**src/rtl/alu_res_pkg.sv**
```systemverilog
// alu_res_pkg: shift-operation and result-FIFO state encodings for the ALU result stage
package alu_res_pkg;
  localparam logic [1:0] SH_PASS  = 2'b00;
  localparam logic [1:0] SH_SHL   = 2'b01;
  localparam logic [1:0] SH_SHR   = 2'b10;
  localparam logic [1:0] SH_RCL   = 2'b11;
  localparam logic [1:0] ST_EMPTY = 2'd0;
  localparam logic [1:0] ST_PART  = 2'd1;
  localparam logic [1:0] ST_FULL  = 2'd2;
endpackage

```
**src/rtl/alu_res_shifter.sv**
```systemverilog
// alu_res_shifter: combinational 1-bit post-ALU shift/rotate producing stored data and carry
module alu_res_shifter
  import alu_res_pkg::*;
#(
  parameter int WIDTH = 8
) (
  input  logic [WIDTH-1:0] f,
  input  logic             co,
  input  logic [1:0]       shift_op,
  output logic [WIDTH-1:0] r,
  output logic             c
);
  // select shifted value and the bit that falls out (RCL rotates the old carry in)
  always_comb begin
    r = shift_op == SH_SHL ? {f[WIDTH-2:0], 1'b0} :
        shift_op == SH_SHR ? {1'b0, f[WIDTH-1:1]} :
        shift_op == SH_RCL ? {f[WIDTH-2:0], co} : f;
    c = shift_op == SH_PASS ? co : shift_op == SH_SHR ? f[0] : f[WIDTH-1];
  end
endmodule

```
**src/rtl/alu_result_stage.sv**
```systemverilog
// alu_result_stage: captures ALU outputs, shifts, queues results in a FIFO and keeps C/Z/NE flags (ALU_RES_PARITY_EN adds flag_p)
module alu_result_stage
  import alu_res_pkg::*;
#(
  parameter int WIDTH = 8,
  parameter int DEPTH = 2
) (
  input  logic             clk,
  input  logic             rst,
  input  logic             in_valid,
  output logic             in_ready,
  input  logic [WIDTH-1:0] alu_f,
  input  logic             alu_co,
  input  logic             alu_fz,
  input  logic [1:0]       shift_op,
  input  logic             flag_we,
  output logic             out_valid,
  input  logic             out_ready,
  output logic [WIDTH-1:0] out_data,
  output logic             out_co,
  output logic             flag_c,
  output logic             flag_z,
  output logic             flag_ne
`ifdef ALU_RES_PARITY_EN
  , output logic           flag_p
`endif
);
  localparam int AW = DEPTH > 2 ? $clog2(DEPTH) : 1;
  localparam int CW = $clog2(DEPTH + 1);
  logic [WIDTH-1:0] r;
  logic             c;
  logic [WIDTH-1:0] data_mem [DEPTH];
  logic [DEPTH-1:0] co_mem;
  logic [AW-1:0]    wr_ptr, rd_ptr;
  logic [CW-1:0]    count;
  logic [1:0]       state;
  logic             push, pop;

  alu_res_shifter #(.WIDTH(WIDTH)) shifter (
    .f(alu_f), .co(alu_co), .shift_op(shift_op), .r(r), .c(c)
  );

  // occupancy state is decoded from the registered count, so in_ready has no bypass from out_ready
  always_comb begin
    state = count == '0 ? ST_EMPTY : count == CW'(DEPTH) ? ST_FULL : ST_PART;
    in_ready  = state != ST_FULL;
    out_valid = state != ST_EMPTY;
    push      = in_valid & in_ready;
    pop       = out_valid & out_ready;
    out_data  = data_mem[rd_ptr];
    out_co    = co_mem[rd_ptr];
  end

  // FIFO storage, pointers wrapping modulo DEPTH, and occupancy count
  always_ff @(posedge clk) begin
    if (rst) begin
      count  <= '0;
      wr_ptr <= '0;
      rd_ptr <= '0;
      co_mem <= '0;
      for (int i = 0; i < DEPTH; i++) data_mem[i] <= '0;
    end else begin
      if (push) begin
        data_mem[wr_ptr] <= r;
        co_mem[wr_ptr]   <= c;
        wr_ptr           <= wr_ptr == AW'(DEPTH - 1) ? '0 : wr_ptr + 1'b1;
      end
      if (pop) rd_ptr <= rd_ptr == AW'(DEPTH - 1) ? '0 : rd_ptr + 1'b1;
      count <= count + CW'(push) - CW'(pop);
    end
  end

  // status flags follow the accepted entry, regardless of when it drains
  always_ff @(posedge clk) begin
    if (rst) begin
      flag_c  <= 1'b0;
      flag_z  <= 1'b0;
      flag_ne <= 1'b0;
    end else if (push && flag_we) begin
      flag_c  <= c;
      flag_z  <= r == '0;
      flag_ne <= alu_fz;
    end
  end

`ifdef ALU_RES_PARITY_EN
  // even-parity flag of the stored result
  always_ff @(posedge clk) begin
    if (rst) flag_p <= 1'b0;
    else if (push && flag_we) flag_p <= ~^r;
  end
`endif
endmodule

```
**config.mk**
```make
export PLATFORM = sky130hd
export DESIGN_NAME = alu_result_stage
export DESIGN_NICKNAME = d
export VERILOG_FILES = /design/src/rtl/alu_res_pkg.sv /design/src/rtl/alu_res_shifter.sv /design/src/rtl/alu_result_stage.sv
export SDC_FILE = /design/constraint.sdc
export NUM_CORES = 1
export LEC_CHECK = 0
export CAP_MARGIN = 20
export CORE_MARGIN = 1
export CORE_UTILIZATION = 44
export CTS_CLUSTER_SIZE = 40
export DETAILED_ROUTE_END_ITERATION = 10
export PLACE_DENSITY = 0.78
export RECOVER_POWER = 25
export SYNTH_ARGS = -nofsm -noshare
export SYNTH_HDL_FRONTEND = slang
export SYNTH_SLANG_ARGS = --single-unit
```
**constraint.sdc**
```tcl
create_clock -name clk -period 1.5 [get_ports clk]
set_input_delay 0.225 -clock clk [delete_from_list [all_inputs] [get_ports clk]]
set_output_delay 0.225 -clock clk [all_outputs]
set_load 0.01 [all_outputs]
```
==> results of run 1 <==
## area by class of cell
type	instances	area (um2)
well taps	31	38.8
clock buffers	4	47.5
flip-flops and latches	26	689
multi-input cells	83	777
inverters	3	11.3
repair buffers	62	576
fillers	197	713
## worst paths after layout
kind | endpoint | from | cells after the start
worst max-delay path | count[1]$_SDFF_PP0_ | count[1]$_SDFF_PP0_ | 8
worst min-delay path | flag_c$_SDFFE_PP0P_ | flag_c$_SDFFE_PP0P_ | 2
worst max register to register | count[1]$_SDFF_PP0_ | count[1]$_SDFF_PP0_ | 8
worst min register to register | flag_c$_SDFFE_PP0P_ | flag_c$_SDFFE_PP0P_ | 2
## synthesized netlist by cell type (all sizes together) (2+ instances only)
cell / count
nand2: 3
mux2: 15
nand3: 2
clkbuf: 2
nor2: 23
dfxtp: 10
buf: 5
xnor2: 2
xor2: 2
ha: 2
mux2i: 8
edfxtp: 16
inv: 3
a21oi: 3
o22ai: 2
or2: 2
nor3b: 2
## power groups by stage
stage	logic (mW)	registers, mW	clock network [mW]
final	1.17	0.998	0.418
after CTS	1.15	0.963	0.425
after floorplan	0.522	0.957	0
after detailed placement	0.992	0.971	0
after global routing	1.27	1.01	0.455
after global placement	0.971	0.962	0
## what timing repair did
| item | 4_1_cts | 5_1_grt |
|---|---|---|
| resized for setup | 60 | 23 |
| pin swaps | 6 | 6 |
| setup buffers | 5 | 2 |
| endpoints found under the setup margin | 21 | 24 |
| cloned | 0 | 1 |
## flip-flops by register name, summed over array words and instances, names as in the netlist, named ones only
register and flops:
wr_ptr 1, flag_z 1, co_mem 2, flag_c 1, rd_ptr 1, count 2, flag_ne 1, data_mem 16
## metrics by stage
stage / hold WS (ns) / util, % / std cells / power [mW]
after floorplan: 0.369 / - / 118 / 1.48
after global routing: 0.498 / 75.0 / 209 / 2.73
after global placement: 0.442 / 66.9 / 198 / 1.93
final: 0.475 / 75.0 / 209 / 2.59
after detailed placement: 0.450 / 66.9 / 198 / 1.96
after CTS: 0.469 / 72.1 / 207 / 2.54
## worst max-delay path, delay by kind of cell, from the launching register on
family	cells	cell delay (ns)
XOR/XNOR	2	0.27
adder cells (fa/ha/maj)	2	0.41
buffers and inverters	1	0.04
flip-flops	1	0.35
AND/OR/NAND/NOR	3	0.46
## routing by layer
metal	global-route usage, %	vias to the layer above	routed length [um]
met5	0	-	0
met1	21.8	533	1320
li1	-	541	-
met4	5.10	0	37
met2	34.0	23	1710
met3	2.68	5	88
## kinds of logic after synthesis
logic type               Yosys count  synth area share, %
flip-flops                        26                 49.6
multiplexers                      23                 20.2
XOR/XNOR                           4                 2.56
adder cells (fa/ha/maj)            2                 1.82
buffers and inverters             10                 4.29
AND/OR/NAND/NOR                   43                 15.9
AO/OA/AOI/OAI                     10                 5.66
==> impl_metrics.yaml, run 1 <==
run_status:
  run_status: "finished with violations"
  violations: "design-rule violations, negative setup slack"
synthesis:
  syn_nets: 137
  largest_area_contributor_in_the_netlist: "sky130_fd_sc_hd__edfxtp_1"
  async_reset_ff_share_pct: 0
  postSynthRegisterBits: 26
  sequential_share_of_the_synthesized_area_pct: 49.6
  synth_top_cell_area_share_pct: 35.0
  synth_edf_count: 16
  ys.flop_type: "sky130_fd_sc_hd__edfxtp_1"
  count_of_distinct_cell_types_in_the_synthesized_netlist: 40
  synth_cells: 118
  syn_avg_cell_area_um2: 11.6
  synth_warn: 0
  synth.top_cells.by_area: "sky130_fd_sc_hd__edfxtp_1, sky130_fd_sc_hd__dfxtp_1, sky130_fd_sc_hd__mux2_2"
  synth_area_um2: 1370
die:
  floorplan.die_area_um2: 3340
  chip_width_um: 57.8
  core_area_um2: 2850
  floorplan.initialDensity_pct: 48.1
  overall_die_height_um: 57.8
  floorplan.io_pins: 31
  fp-row-count: 19
pwr:
  sequentialPowerShare_pct: 38.5
  power_density_nw_per_um2: 1210
  switching_part_of_the_total_power_pct: 29.5
  pwr-share-comb_pct: 45.3
  leakage_nw: 0.922
  p_clk_share_pct: 16.1
  net_switching_component_of_the_power_mw: 0.764
  cellInternalPower_mw: 1.83
  ir_drop_v: 0.000837
global_routing:
  number_of_global_route_vias_before_repair: 1042
  grt_max_degree: 16
  grt_antenna_before_repair: 0
  grt_overflow_total: 0
  overall_routing_resource_usage_pct: 18.3
  first_pass_grt_wire_length_um: 4540
timing:
  fin_tns_setup_ns: -0.256
  layout_min_cycle_time_ns: 1.60
  post-route-period-util_pct: 107
  final_hold_violation_count: 0
  skew_ns: 0.0173
  finalSetupViolations: 6
  timing.slew.headroom_pct: 78.3
  final-max-slew-violation-count: 0
  worst_pin_slew_ns: 0.316
  max_freq_mhz: 625
  setup_repair_after_global_routing_missed_its_margin: "true"
  postLayoutSetupSlackWorst_ns: -0.101
place:
  gp_routability_congestion: 0.802
  detailed_place_hpwl_um: 2150
  placement.cell_area_um2: 1910
  detailedPlace.worstSlack_ns: -0.344
  io_buffers: 30
drt:
  initialDrtViolationCount: 18
  drtPass1Iterations: 7
  wirelength_um: 3150
  via_per_inst: 5.27
  vias: 1102
  wl_per_cell_um: 15.1
  drt_drc_violations_left: 2
  drtAntennaViolNets: 0
cells_and_area:
  mostFrequentLayoutCell: "sky130_fd_sc_hd__buf_4"
  post-route-cell-area_um2: 2140
  net_count_of_the_finished_layout: 198
  area.growth.synth_to_final_pct: 56.0
  drive_gt1_share_pct: 47.8
  antennaDiodeCount: 0
  mostFrequentLayoutCells: "sky130_fd_sc_hd__buf_4, sky130_fd_sc_hd__nor2_1, sky130_fd_sc_hd__edfxtp_1, sky130_fd_sc_hd__clkdlybuf4s50_1"
worst_setup_path:
  crit_chain: "or2_4 > and2_4 > ha_4 > inv_2 > ha_4 > xor2_2 > xnor2_1 > nor2_1"
  worst_path_most_repeated_cell: "sky130_fd_sc_hd__ha_4"
  critical_path.max_fanout: 2
  critical_path.startpoint_type: "flip-flop"
  crit_path_class: "flip-flop to flip-flop"
  cp.required_ns: 1.74
  timing.critical_path.slowest_cell_delay_ns: 0.35
  crit_arrival_ns: 1.84
  slowest_stage_cell_cp: "sky130_fd_sc_hd__dfxtp_2"
  ff2ff_setup_slack_ns: -0.10
  critPathCaptureType: "flip-flop"
worst_hold_path:
  hold_path.class: "flip-flop to flip-flop"
flow_run:
  number_of_max_cap_violations: 0
clock_tree:
  cts.hold.buffers_added: 0
  clock_tree.buffer_depth: 2
  tritoncts_clock_tree: "done"
  clock_tree.htree_level_count: 1
  numClockSinks: 26
  clock_transition_time_at_the_flip_flop_clock_pins_of_the_worst_setup_and_hold_paths_ns: 0.15
  numCtsBuffers: 3
  clockRootBuffer: "sky130_fd_sc_hd__clkbuf_4"
  clk-insertion-delay-late_ns: 0.33
Note: power is estimated with default switching activity, not from simulation.
==> run 2, diff against run 1 <==
- CORE_ASPECT_RATIO: unset -> 0.7
==> impl_metrics.yaml, run 2 (same netlist as run 1, synthesis figures left out) <==
worst_hold_path:
  hold_path.class: "flip-flop to flip-flop"
worst_setup_path:
  crit_chain: "or2_4 > and2_4 > ha_4 > inv_2 > ha_4 > xor2_2 > xnor2_1 > nor2_1"
  cp.required_ns: 1.66
  worst_path_most_repeated_cell: "sky130_fd_sc_hd__ha_4"
  timing.critical_path.slowest_cell_delay_ns: 0.32
  critical_path.max_fanout: 2
  worstPathBufferInverterCount: 1
  critPathTopFamily: "simple AND/OR/NAND/NOR gates"
  critPathCaptureType: "flip-flop"
  critical_path.startpoint_type: "flip-flop"
  crit_arrival_ns: 1.76
  crit_path_class: "flip-flop to flip-flop"
  slowest_stage_cell_cp: "sky130_fd_sc_hd__dfxtp_1"
die:
  floorplan.die_area_um2: 3350
  overall_die_height_um: 48.7
  core_area_um2: 2880
  floorplan.initialDensity_pct: 47.6
  floorplan.io_pins: 31
  chip_width_um: 68.7
  fp-row-count: 16
clock_tree:
  tritoncts_clock_tree: "done"
  clock_transition_time_at_the_flip_flop_clock_pins_of_the_worst_setup_and_hold_paths_ns: 0.09
  numClockSinks: 26
  clk-insertion-delay-late_ns: 0.26
  numCtsBuffers: 3
  clock_tree.htree_level_count: 1
  cts.hold.buffers_added: 0
  clock_tree.buffer_depth: 2
  clockRootBuffer: "sky130_fd_sc_hd__clkbuf_8"
pwr:
  power_density_nw_per_um2: 1250
  p_clk_share_pct: 21.5
  ir_drop_v: 0.000771
  cellInternalPower_mw: 1.89
  leakage_nw: 0.872
  switching_part_of_the_total_power_pct: 28.5
  sequentialPowerShare_pct: 36.5
  pwr-share-comb_pct: 42.0
  net_switching_component_of_the_power_mw: 0.753
timing:
  whs_ns: 0.472
  fin_tns_setup_ns: -0.105
  setup_repair_after_global_routing_missed_its_margin: "true"
  final-max-slew-violation-count: 0
  finalSetupViolations: 4
  postLayoutSetupSlackWorst_ns: -0.0931
  layout_min_cycle_time_ns: 1.59
  max_freq_mhz: 628
  final_hold_violation_count: 0
  post-route-period-util_pct: 106
  timing.slew.headroom_pct: 78.9
  skew_ns: 0.00231
  worst_pin_slew_ns: 0.316
cells_and_area:
  area.growth.synth_to_final_pct: 53.9
  post-route-cell-area_um2: 2110
  area.sequential_um2: 683
  mostFrequentLayoutCells: "sky130_fd_sc_hd__buf_4, sky130_fd_sc_hd__nor2_1, sky130_fd_sc_hd__clkdlybuf4s50_1, sky130_fd_sc_hd__edfxtp_1"
  regMostFlops: "data_mem"
  largest_register_ffs: 16
  multi_input_comb_area_um2: 739
  fillerInstances: 193
  leading_registers_by_flop_count: "data_mem: 16 flops, co_mem: 2 flops, count: 2 flops"
  drive_gt1_share_pct: 44.1
  antennaDiodeCount: 0
  mostFrequentLayoutCell: "sky130_fd_sc_hd__buf_4"
  final-instance-count-excl-fill: 215
  net_count_of_the_finished_layout: 199
global_routing:
  grt_antenna_before_repair: 0
  grt_max_degree: 16
  number_of_global_route_vias_before_repair: 1060
  first_pass_grt_wire_length_um: 4680
  overall_routing_resource_usage_pct: 19.3
  grt_overflow_total: 0
drt:
  initialDrtViolationCount: 95
  wirelength_um: 3340
  vias: 1103
  drtAntennaViolNets: 0
  via_per_inst: 5.13
  drt_drc_violations_left: 0
  wl_per_cell_um: 15.5
  drtPass1Iterations: 4
place:
  gp_routability_congestion: 0.896
  place.detailed.instances: 206
  detailedPlace.worstSlack_ns: -0.379
  placement.cell_area_um2: 1930
  detailed_place_hpwl_um: 2220
  io_buffers: 30
flow_run:
  number_of_max_cap_violations: 0
run_status:
  violations: "negative setup slack"
  run_status: "finished with violations"
run 2: cell count changes in the layout (fill, tap and decap cells not counted), moves of 3 or more:
cell,delta
sky130_fd_sc_hd__mux2_2,+8
sky130_fd_sc_hd__mux2_4,-8
sky130_fd_sc_hd__buf_2,+7
sky130_fd_sc_hd__buf_6,-7
sky130_fd_sc_hd__nor2_1,+4
sky130_fd_sc_hd__clkbuf_4,-3
sky130_fd_sc_hd__clkbuf_8,+3
sky130_fd_sc_hd__dfxtp_1,+3
sky130_fd_sc_hd__dlymetal6s2s_1,-3
sky130_fd_sc_hd__nor2_2,-3
run 2: per-stage QoR:
stage / util (%) / power [mW]
after floorplan: - / 1.48
after global placement: 66.8 / 1.93
after detailed placement: 66.8 / 1.97
after CTS: 69.8 / 2.52
after global routing: 73.2 / 2.79
final: 73.2 / 2.65
run 2: area by class of cell:
| type | instances | area share, % |
|---|---|---|
| clock buffers | 3 | 1.96 |
| clock inverters | 1 | 1.42 |
| inverters | 3 | 0.533 |
| multi-input cells | 83 | 35.0 |
| flip-flops and latches | 26 | 32.4 |
| well taps | 36 | 2.13 |
| repair buffers | 63 | 26.6 |
run 2: worst register-to-register path, cell delays in order (launching register included):
cell and delay, ns:
sky130_fd_sc_hd__dfxtp_1 0.32, sky130_fd_sc_hd__or2_4 0.24, sky130_fd_sc_hd__and2_4 0.15, sky130_fd_sc_hd__ha_4 0.26
sky130_fd_sc_hd__inv_2 0.04, sky130_fd_sc_hd__ha_4 0.15, sky130_fd_sc_hd__xor2_2 0.14, sky130_fd_sc_hd__xnor2_1 0.14
sky130_fd_sc_hd__nor2_1 0.06
run 2: repair_timing:
item / 4_1_cts / 5_1_grt
gates cloned: 0 / 2
setup endpoints to repair: 24 / 17
setup buffers: 1 / 2
pin swaps: 6 / 3
resized for setup: 49 / 11
run 2: final timing paths:
check,endpoint,cells past startpoint,slack (ns),from
setup / recovery,count[1]$_SDFF_PP0_,8,-0.09,count[1]$_SDFF_PP0_
hold / removal,flag_c$_SDFFE_PP0P_,2,0.47,flag_c$_SDFFE_PP0P_
setup reg to reg,count[1]$_SDFF_PP0_,8,-0.09,count[1]$_SDFF_PP0_
hold reg to reg,flag_c$_SDFFE_PP0P_,2,0.47,flag_c$_SDFFE_PP0P_
run 2: power groups by stage:
stage          Clock (mW)  Sequential (mW)  Combinational [mW]
2_1_floorplan           0            0.957               0.522
3_3_place_gp            0            0.960               0.973
3_5_place_dp            0            0.968               0.999
4_1_cts             0.570            0.960               0.990
5_1_grt             0.602            0.979                1.21
6_report            0.569            0.966                1.11
run 2: routing by layer:
layer	share of wire (%)	wire length, um	GRT usage (%)
met3	4.7	158	2.83
met2	49	1630	31.4
met5	0	0	0
met1	46	1520	26.4
met4	0.84	28	5.44
